[config.mk]
export PLATFORM = sky130hd
export DESIGN_NAME = sdram_read_fifo
export DESIGN_NICKNAME = d
export VERILOG_FILES = /design/src/rtl/sdram_fifo_pkg.sv /design/src/rtl/sdram_fifo_ram.sv /design/src/rtl/sdram_read_fifo.sv
export SDC_FILE = /design/constraint.sdc
export NUM_CORES = 1
export LEC_CHECK = 0
export ABC_AREA = 1
export CAP_MARGIN = 40
export CORE_UTILIZATION = 25
export DETAILED_ROUTE_END_ITERATION = 7
export GPL_ROUTABILITY_DRIVEN = 0
export SETUP_SLACK_MARGIN = 0.5
export SYNTH_ARGS = -nofsm -noshare
export SYNTH_HDL_FRONTEND = slang
export SYNTH_SLANG_ARGS = --single-unit
[constraint.sdc]
create_clock -name clock -period 3.1 [get_ports clock]
set_clock_uncertainty 0.2 [all_clocks]
set_input_delay 0.62 -clock clock [delete_from_list [all_inputs] [get_ports clock]]
set_output_delay 0.62 -clock clock [all_outputs]
set_load 0.05 [all_outputs]
[src/rtl/sdram_fifo_pkg.sv]
// Shared defaults and types for the SDRAM read/write data FIFOs.
// The write-side FIFO uses the same package, so names stay generic.
package sdram_fifo_pkg;

    localparam int SDRAM_WIDTH = 16;
    localparam int SDRAM_DEPTH = 64;
    localparam int SDRAM_AW    = 6;
    localparam int SDRAM_BURST = 8;

    // Per-cycle storage operation, encoded as {accepted write, accepted read}.
    typedef enum logic [1:0] {
        FIFO_IDLE = 2'b00,
        FIFO_POP  = 2'b01,
        FIFO_PUSH = 2'b10,
        FIFO_BOTH = 2'b11
    } fifo_op_e;

endpackage

[src/rtl/sdram_fifo_ram.sv]
// Simple dual-port RAM, one write port and one registered read port.
// Written so that it maps onto a block RAM with a clearable output register.
module sdram_fifo_ram
    import sdram_fifo_pkg::*;
#(
    parameter int WIDTH = SDRAM_WIDTH,
    parameter int DEPTH = SDRAM_DEPTH,
    parameter int AW    = SDRAM_AW
) (
    input  logic             clock,
    input  logic             sclr,
    input  logic             wr_en,
    input  logic [AW-1:0]    wr_addr,
    input  logic [WIDTH-1:0] wr_data,
    input  logic             rd_en,
    input  logic [AW-1:0]    rd_addr,
    output logic [WIDTH-1:0] rd_data
);

    logic [WIDTH-1:0] mem [DEPTH];
    logic [WIDTH-1:0] rd_data_d;
    logic [WIDTH-1:0] rd_data_q;

    // NOTE: the storage array is never reset; only the output register is
    // cleared, which keeps the array inferable as block RAM.
    always_ff @(posedge clock) begin
        if (wr_en) begin
            mem[wr_addr] <= wr_data;
        end
    end

    // Same-address read and write in one cycle returns the old word.
    always_comb begin
        rd_data_d = rd_en ? mem[rd_addr] : rd_data_q;
    end

    always_ff @(posedge clock) begin
        if (sclr) begin
            rd_data_q <= '0;
        end else begin
            rd_data_q <= rd_data_d;
        end
    end

    assign rd_data = rd_data_q;

endmodule

[src/rtl/sdram_read_fifo.sv]
// Return-path FIFO from SDRAM read capture to the Avalon read master, with
// a reservation counter that only grants a new burst when it is sure to fit.
module sdram_read_fifo
    import sdram_fifo_pkg::*;
#(
    parameter int WIDTH = SDRAM_WIDTH,
    parameter int DEPTH = SDRAM_DEPTH,
    parameter int AW    = SDRAM_AW,
    parameter int BURST = SDRAM_BURST
) (
    input  logic             clock,
    input  logic             sclr,
    input  logic             rd_valid,
    input  logic [WIDTH-1:0] rd_data,
    input  logic             burst_issue,
    output logic             burst_ok,
    input  logic             rdreq,
    output logic [WIDTH-1:0] q,
    output logic [AW:0]      usedw,
    output logic             empty,
    output logic             full,
    output logic [AW:0]      pending,
    output logic             err
);

    localparam logic [AW:0]   DEPTH_P = (AW+1)'(DEPTH);
    localparam logic [AW+1:0] BURST_W = (AW+2)'(BURST);
    localparam logic [AW+2:0] BURST_X = (AW+3)'(BURST);
    localparam logic [AW+2:0] DEPTH_X = (AW+3)'(DEPTH);

    logic [AW-1:0] wptr_q, wptr_d;
    logic [AW-1:0] rptr_q, rptr_d;
    logic [AW:0]   usedw_q, usedw_d;
    logic [AW:0]   pending_q, pending_d;
    logic          empty_q, empty_d;
    logic          full_q, full_d;
    logic          err_q, err_d;
    logic          burst_issue_q, burst_issue_d;

    logic          wr_en;
    logic          rd_en;
    fifo_op_e      op;
    logic [AW+1:0] pend_sum;
    logic [AW+2:0] reserved;
    logic          burst_ok_c;
    logic          drop_c;
    logic          unexpected_c;
    logic          bad_issue_c;

    // NOTE: every signal gets a value before any branch, so no latch can be
    // inferred; blocking '=' is correct here because this is combinational.
    always_comb begin
        rd_en  = rdreq && !empty_q;
        wr_en  = rd_valid && (!full_q || rd_en);
        op     = fifo_op_e'({wr_en, rd_en});
        wptr_d = wptr_q + AW'(wr_en);
        rptr_d = rptr_q + AW'(rd_en);

        usedw_d = usedw_q;
        case (op)
            FIFO_PUSH: usedw_d = usedw_q + 1'b1;
            FIFO_POP:  usedw_d = usedw_q - 1'b1;
            default:   usedw_d = usedw_q;
        endcase
        empty_d = (usedw_d == '0);
        full_d  = (usedw_d == DEPTH_P);

        // Reservation: add a burst on issue, retire one word per return,
        // never below zero and never above DEPTH.
        pend_sum = {1'b0, pending_q} + (burst_issue ? BURST_W : '0);
        if (rd_valid && (pend_sum != '0)) begin
            pend_sum = pend_sum - 1'b1;
        end
        pending_d = (pend_sum > {1'b0, DEPTH_P}) ? DEPTH_P : pend_sum[AW:0];

        // free >= BURST rewritten as usedw + pending + BURST <= DEPTH so the
        // comparison never goes negative.
        reserved   = {2'b00, usedw_q} + {2'b00, pending_q} + BURST_X;
        burst_ok_c = (reserved <= DEPTH_X) && !burst_issue_q;

        drop_c        = rd_valid && !wr_en;
        unexpected_c  = rd_valid && (pending_q == '0);
        bad_issue_c   = burst_issue && !burst_ok_c;
        err_d         = err_q || drop_c || unexpected_c || bad_issue_c;
        burst_issue_d = burst_issue;
    end

    // NOTE: sequential state uses non-blocking '<=' so every flop samples
    // the pre-edge values regardless of statement order.
    always_ff @(posedge clock) begin
        if (sclr) begin
            wptr_q        <= '0;
            rptr_q        <= '0;
            usedw_q       <= '0;
            pending_q     <= '0;
            empty_q       <= 1'b1;
            full_q        <= 1'b0;
            err_q         <= 1'b0;
            burst_issue_q <= 1'b0;
        end else begin
            wptr_q        <= wptr_d;
            rptr_q        <= rptr_d;
            usedw_q       <= usedw_d;
            pending_q     <= pending_d;
            empty_q       <= empty_d;
            full_q        <= full_d;
            err_q         <= err_d;
            burst_issue_q <= burst_issue_d;
        end
    end

    sdram_fifo_ram #(
        .WIDTH (WIDTH),
        .DEPTH (DEPTH),
        .AW    (AW)
    ) u_ram (
        .clock   (clock),
        .sclr    (sclr),
        .wr_en   (wr_en),
        .wr_addr (wptr_q),
        .wr_data (rd_data),
        .rd_en   (rd_en),
        .rd_addr (rptr_q),
        .rd_data (q)
    );

    assign burst_ok = burst_ok_c;
    assign usedw    = usedw_q;
    assign empty    = empty_q;
    assign full     = full_q;
    assign pending  = pending_q;
    assign err      = err_q;

    // Internal invariants: counters in range, flags consistent, pointers track count.
    a_bounded: assert property (@(posedge clock) disable iff (sclr)
        (usedw_q <= DEPTH_P) && (pending_q <= DEPTH_P));
    a_flags: assert property (@(posedge clock) disable iff (sclr)
        (empty_q == (usedw_q == '0)) && (full_q == (usedw_q == DEPTH_P)));
    a_ptrs: assert property (@(posedge clock) disable iff (sclr)
        (AW'(wptr_q - rptr_q) == usedw_q[AW-1:0]));

endmodule

==> impl_results.md, run 1 <==
- Status: finished, violations left
- Failing checks: design-rule violations, negative setup slack
- Seq/Total Area, Yosys: 72.5%
- Reg2reg path depth: 13
- Die Y: 420 um
- Post-layout min period: around 3600 ps
- CTS root buf: clkbuf_16
- Reg2Reg Capture Point: u_ram.rd_data[4]
- Via-to-Cell Ratio: 4.65
- CTS tree: built
- Max Freq: 0.282 GHz
- Vias: about 30000
- # rows: 153
- Dpl cell area: 0.0490 mm^2
- Yosys warns: 0
- Max Root-Sink Buffers: 3
- DR DRC count: 4
- Cell area after layout: 0.0530 mm^2
- Overall routed net length: 120 mm
- End point of the critical path: burst_ok
- RSZ-0062 raised after global routing: yes
- Fill cells: 17286
- CTS Buf Count: roughly 110
- Yosys top cell by area: edfxtp_1
- Pre-CTS setup slack: -329 ps
- Multi-input combinational cell area: 0.0108 mm^2
- H-tree levels: 3
- CP startpoint: usedw[1]
- Power after layout: 36.4 mW
- First-pass DRT Iterations: 8
- Worst Path Arrival: between 2000 and 3000 ps
- Worst-margin pin slew: 952 ps
- Core Area: 0.174 mm^2
- Die area: approximately 0.18 mm^2
- CP max FO: 2
- Grt ovf: 0
- EDFF count, synth: 1024
- Die width: between 400 and 500 um
- Post-synth cell types: 37
- Leakage: 18.2 nW
- First-pass GRT wire length: ~180 mm
- Avg Cell Area, Syn: about 12 um^2
- IO Pins: 55
- Largest net degree at the start of global routing: 81
- Number of synthesized register bits: 1070
- Cells after Synth: about 3700
- CP Capture Type: output port
- Hold crit path type: in2reg
- Initial antenna violation count: 2
- Vias in the first global route: 27416
- Crit start category: flip-flop
- Fin. max-slew vios: 0
- Antenna violation net count after detailed routing: 0
- Routed WL per cell: approximately 19 um
- Post-Syn Nets: 3755
- FFs w/ async S/R, synth: 0%
- Clk sinks: about 1100
- Clock-pin slew on the worst setup and hold paths: roughly 60 ps
- Synth cell count leaders: edfxtp_1 (1024), nand2_1 (749), nand3_1 (527), nor2_1 (393), o21ai_0 (258)
- Worst hold slack: around 170 ps
- Leading register cell type out of synthesis: edfxtp_1
- R2R Setup Slk: 570 ps
- Netlist Area Pre-Place: 0.0437 mm^2
- # setup viols final: 1
- Max cap viols: 0
- Max VDD drop: approximately 0.43 mV
- Hold Path Origin: rd_data[2]
- CP Class: reg2out
- Pwr dens: 687 mW/mm^2
- Port bufs: 54
- Starting DRT DRC Count: 3225
- Layout cells sized above 1: between 10% and 20%
- CTS Hold Bufs: 0
- Setup slack after layout: -452 ps
- Top cells by area, synth: edfxtp_1 (70%), nand2_1 (6.4%), nand3_1 (6.0%), nor2_1 (3.4%), o21ai_0 (3.0%)
- Final net count: 3910
- Normalized max-slew margin: 36.5%
- Critical Path RT: 2280 ps
- Post-DP HPWL: 69.9 mm
- R2r startpoint: rptr_q[0]
- Syn-to-layout area delta: 21.4%
- Fin crit share: 115%
- Post-synth top area share: 70.4%
- Final hold vios: 0
- Initial core utilization: between 20% and 30%
- Gr usage total: between 10% and 20%
- Register Area: 0.0317 mm^2
- Clock latency on the worst-skew pair: 690 ps
- Cell with the most instances after synthesis: edfxtp_1
## worst min-delay path by stage
| stage | to | slack [ps] | depth (start not counted) |
|---|---|---|---|
| 2_1_floorplan | rptr_q[5] | 250 | 2 |
| 3_3_place_gp | rptr_q[5] | 260 | 2 |
| 3_5_place_dp | rptr_q[5] | 270 | 2 |
| 4_1_cts | u_ram.mem[34][2] | 160 | 1 |
| 5_1_grt | u_ram.mem[34][2] | 180 | 1 |
| 6_report | u_ram.mem[34][2] | 170 | 1 |
## metrics by stage
step | TNS, ps | utilization [%] | cells
2_1_floorplan | 0 | - | 3710
3_3_place_gp | -1290 | 28.2 | 6050
3_5_place_dp | -1580 | 28.2 | 6050
4_1_cts | -488 | 30.2 | 6262
5_1_grt | -577 | 30.5 | 6277
6_report | -452 | 30.5 | 6278
## power breakdown
part | switching, mW | total (mW) | internal [mW]
Combinational | 5.21 | 7.77 | 2.56
Clock | 5.42 | 12.5 | 7.05
Sequential | 0.152 | 16.2 | 16.0
Total | 10.8 | 36.4 | 25.7
## placed cells by master (no fill, tap or decap), types with 17 or more instances in the layout
| cell | Yosys | routed |
|---|---|---|
| edfxtp_1 | 1024 | 1024 |
| nand2_1 | 749 | 746 |
| nand3_1 | 527 | 506 |
| nor2_1 | 393 | 344 |
| o21ai_0 | 258 | 254 |
| o22ai_1 | 128 | 128 |
| inv_1 | 128 | 120 |
| clkbuf_16 | 0 | 115 |
| buf_4 | 7 | 100 |
| buf_12 | 0 | 100 |
| a21oi_1 | 76 | 72 |
| o21ai_1 | 67 | 68 |
| nor2_2 | 8 | 55 |
| dlygate4sd2_1 | 0 | 32 |
| clkinv_1 | 2 | 28 |
| dfxtp_1 | 46 | 28 |
| nand3_2 | 1 | 22 |
| clkbuf_1 | 95 | 22 |
| clkinv_2 | 1 | 17 |
## flip-flops by register name, indices dropped and copies added (netlist names)
| signal | cells |
|---|---|
| u_ram.rd_data | 16 |
| err | 1 |
| full | 1 |
| empty | 1 |
| wptr_q | 6 |
| usedw | 7 |
| burst_issue_q | 1 |
| rptr_q | 6 |
| u_ram.mem | 1024 |
| pending | 7 |
## cells by family (layout without fill, tap and decap cells)
family	after synthesis	in the layout	share of synthesized area (%)
simple gates	1701	1701	16.3
flops	1070	1070	72.5
compound gates	533	533	6.51
buf+inv	365	607	3.60
fa+ha+maj	24	24	0.705
xor+xnor	17	17	0.341
other cells	0	1	0
## per-layer routing
| layer | track usage [%] | part of all wire, % |
|---|---|---|
| met5 | 0 | 0 |
| met4 | 4.10 | 2.5 |
| met3 | 1.86 | 6.9 |
| met2 | 21.1 | 48 |
| met1 | 17.8 | 43 |
## critical path, cell delays in order, from the launching register on
cell,delay [ps]
dfxtp_4,360
ha_4,270
ha_4,120
inv_2,30
fa_2,350
o21ai_2,150
a21oi_1,90
nor2_1,140
nand3_1,90
o21ai_1,100
nand3_2,130
clkinvlp_4,100
buf_12,130
## timing repair
| item | CTS | global route |
|---|---|---|
| cloned | 3 | 8 |
| resized for setup | 51 | 55 |
| pin swaps | 8 | 13 |
| setup endpoints to repair | 52 | 21 |
| setup buffers | 12 | 7 |
## cell type report
cell class	count	area share, %
Antenna cell	1	0.00472
Clock buffer	137	5.42
Clock inverter	60	0.916
Inverter	132	1.02
Multi-Input combinational cell	2275	20.4
Sequential cell	1070	59.8
Tap cell	2325	5.49
Timing Repair Buffer	275	6.84
Timing Repair inverter	3	0.0803
(Power assumes the default switching activity.)
==> run 2: changes to the inputs <==
--- a/config.mk
+++ b/config.mk
@@ -7,9 +7,10 @@
 export LEC_CHECK = 0
 export ABC_AREA = 1
 export CAP_MARGIN = 40
-export CORE_UTILIZATION = 25
+export CORE_UTILIZATION = 48
 export DETAILED_ROUTE_END_ITERATION = 7
 export GPL_ROUTABILITY_DRIVEN = 0
+export PLACE_DENSITY = 0.66
 export SETUP_SLACK_MARGIN = 0.5
 export SYNTH_ARGS = -nofsm -noshare
 export SYNTH_HDL_FRONTEND = slang
==> run 2 against run 1 <==
  * The run ends with negative setup slack left
  * Core utilization increased by 26 points
  * Worst setup slack worse by 19 ps
  * Via count hardly changed
  * Critical path depth shrank 1
  * Maximum frequency decreased by 0.55%
  * Largest power group unchanged
  * Non-clock buffer count is 9 lower
  * Sequential share of layout area up 2.2 points
==> impl_results.md, run 2 (synthesized netlist as in run 1, its figures left out) <==
- Die area: 0.0922 mm^2 (was 0.176 mm^2)
- CP Capture Type: output port (unchanged)
- Final hold vios: 0 (unchanged)
- DR DRC count: 0 (was 4)
- CP cell instances: ha_4, ha_4, inv_2, fa_2, inv_2, nor4_4, nand3_1, nand2_1, nand3_2, clkinvlp_4, buf_12 (was ha_4, ha_4, inv_2, fa_2, o21ai_2, a21oi_1, nor2_1, nand3_1, o21ai_1, nand3_2, clkinvlp_4, buf_12)
- Met3 Use GR: 3.26% (was 1.86%)
- CP max FO: 2 (unchanged)
- Die width: 304 um (was 420 um)
- RSZ-0062 raised after global routing: yes (unchanged)
- Ant. Diodes: 0 (was 1)
- Grt ovf: 0 (unchanged)
- Buf+Inv Stages, Crit Path: 4 (was 3)
- Finished Core Util: 56.8% (was 30.5%)
- CP startpoint: pending[1] (was usedw[1])
- # setup viols final: 1 (unchanged)
- Starting DRT DRC Count: 3064 (was 3225)
- GR Util met1: 35.3% (was 17.8%)
- Post-DP HPWL: 67.2 mm (was 69.9 mm)
- R2r startpoint: rptr_q[0] (unchanged)
- Max Freq: 0.280 GHz (was 0.282 GHz)
- Fill cells: 7264 (was 17286)
- Vias: 29193 (was 29212)
- Post-layout min period: 3570 ps (was 3550 ps)
- M2 GR Usage: 38.8% (was 21.1%)
- Syn-to-layout area delta: 17.1% (was 21.4%)
- Status: finished, violations left (unchanged)
- Final net count: 3896 (was 3910)
- Normalized max-slew margin: 43.9% (was 36.5%)
- Leakage: 18.0 nW (was 18.2 nW)
- Cell family with most CP delay: adder cells (unchanged)
- Grt peak-use layer: met2 (unchanged)
- Max Root-Sink Buffers: 3 (unchanged)
- Most frequent cells in the layout: edfxtp_1 (1024), nand2_1 (747), nand3_1 (525) (was edfxtp_1 (1024), nand2_1 (746), nand3_1 (506))
- Fin. max-slew vios: 0 (unchanged)
- Die Y: 304 um (was 420 um)
- Layout cells sized above 1: 12.5% (was 13.4%)
- Initial core utilization: 48.5% (was 25.2%)
- Dpl cell area: 0.0474 mm^2 (was 0.0490 mm^2)
- Routed WL per cell: 22.5 um (was 19.1 um)
- Overall routed net length: 115 mm (was 120 mm)
- # rows: 110 (was 153)
- First-pass DRT Iterations: 6 (was 8)
- Pwr dens: 705 mW/mm^2 (was 687 mW/mm^2)
- Worst-margin pin slew: 841 ps (was 952 ps)
- Clock latency on the worst-skew pair: 710 ps (was 690 ps)
- Critical Path RT: 2280 ps (about the same)
- Most flop-heavy register: u_ram.mem (unchanged)
- Cell area after layout: 0.0511 mm^2 (was 0.0530 mm^2)
- Max cap viols: 0 (unchanged)
- CTS tree: built (unchanged)
- Vias in the first global route: 27178 (was 27416)
- Fin crit share: 115% (about the same)
- Clock-pin slew on the worst setup and hold paths: 60 ps (about the same)
- H-tree levels: 3 (unchanged)
- CTS root buf: clkbuf_16 (unchanged)
- Core Area: 0.0900 mm^2 (was 0.174 mm^2)
- Max VDD drop: 0.532 mV (was 0.425 mV)
- Initial antenna violation count: 1 (was 2)
- Crit-path max cell delay: 510 ps (was 360 ps)
- Commonest non-fill, non-tap cell in the layout: edfxtp_1 (unchanged)
- CTS Buf Count: 104 (was 108)
- R2R Setup Slk: 560 ps (was 570 ps)
- Port bufs: 54 (unchanged)
- Via-to-Cell Ratio: 5.71 (was 4.65)
- Antenna violation net count after detailed routing: 0 (unchanged)
- Largest register FFs: 1024 (unchanged)
- Clk sinks: 1070 (unchanged)
- Largest net degree at the start of global routing: 108 (was 81)
- IO Pins: 55 (unchanged)
- Slowest cell on the critical path: fa_2 (was dfxtp_4)
- CP Class: reg2out (unchanged)
- First-pass GRT wire length: 170 mm (was 175 mm)
- Crit start category: flip-flop (unchanged)
- Power after layout: 36.1 mW (was 36.4 mW)
- Worst Path Arrival: 2750 ps (was 2730 ps)
- Failing checks: negative setup slack (was design-rule violations, negative setup slack)
- Hold Path Origin: rd_data[10] (was rd_data[2])
- Hold crit path type: in2reg (unchanged)
- Setup slack after layout: -471 ps (was -452 ps)
- Gr usage total: 24.3% (was 13.0%)
## run 2: cell count changes in the layout (fill, tap and decap cells not counted), moves of 4 or more
cell / previous run / this run
a21oi_1: 72 / 76
a21oi_2: 4 / 0
buf_12: 100 / 95
buf_4: 100 / 108
bufinv_16: 6 / 11
clkbuf_16: 115 / 105
clkinvlp_4: 3 / 7
nand3_1: 506 / 525
nand3_2: 22 / 3
## run 2: area by class of cell
| type | count | area (um^2) | area share [%] |
|---|---|---|---|
| repair buffers | 266 | 3290 | 6.43 |
| multi-input cells | 2275 | 10700 | 20.9 |
| flip-flops and latches | 1070 | 31700 | 62.0 |
| clock buffers | 123 | 2670 | 5.23 |
| repair inverters | 2 | 22.5 | 0.0440 |
| well taps | 1176 | 1470 | 2.88 |
| clock inverters | 72 | 763 | 1.49 |
| inverters | 132 | 533 | 1.04 |
## run 2: repair_timing
| item | in CTS | in global routing |
|---|---|---|
| resized for setup | 42 | 39 |
| hold buffers | 1 | 0 |
| pin swaps | 5 | 6 |
| endpoints found under the hold margin | 4 | 0 |
| setup buffers | 2 | 8 |
| setup endpoints to repair | 42 | 28 |
| cloned | 0 | 3 |
## run 2: worst paths after layout
check | to | cells past startpoint
max reg2reg | u_ram.rd_data[13] | 12
min | u_ram.mem[6][10] | 1
max | burst_ok | 11
min reg2reg | rptr_q[5] | 2
## run 2: per-layer routing
layer	part of all wire, %	up-vias	wire, um
met5	0	-	0
met4	2.2	0	2560
met3	7.6	165	8720
met2	47	1176	54500
met1	43	14366	49400
li1	-	13486	-
## run 2: stage by stage
step,hold WS (ps),setup slack [ps],std cells,setup TNS (ps)
finish,149,-471,5116,-471
global route,142,-619,5116,-619
CTS,128,-510,5105,-510
detailed placement,266,-365,4907,-6180
global placement,258,-301,4906,-2510
floorplan,250,172,3710,0
## run 2: report_power, final
group	internal [mW]	switching [mW]	leakage, nW
sequential	16.0	0.215	9.60
clock	7.16	5.57	1.66
combinational	2.28	4.82	6.77
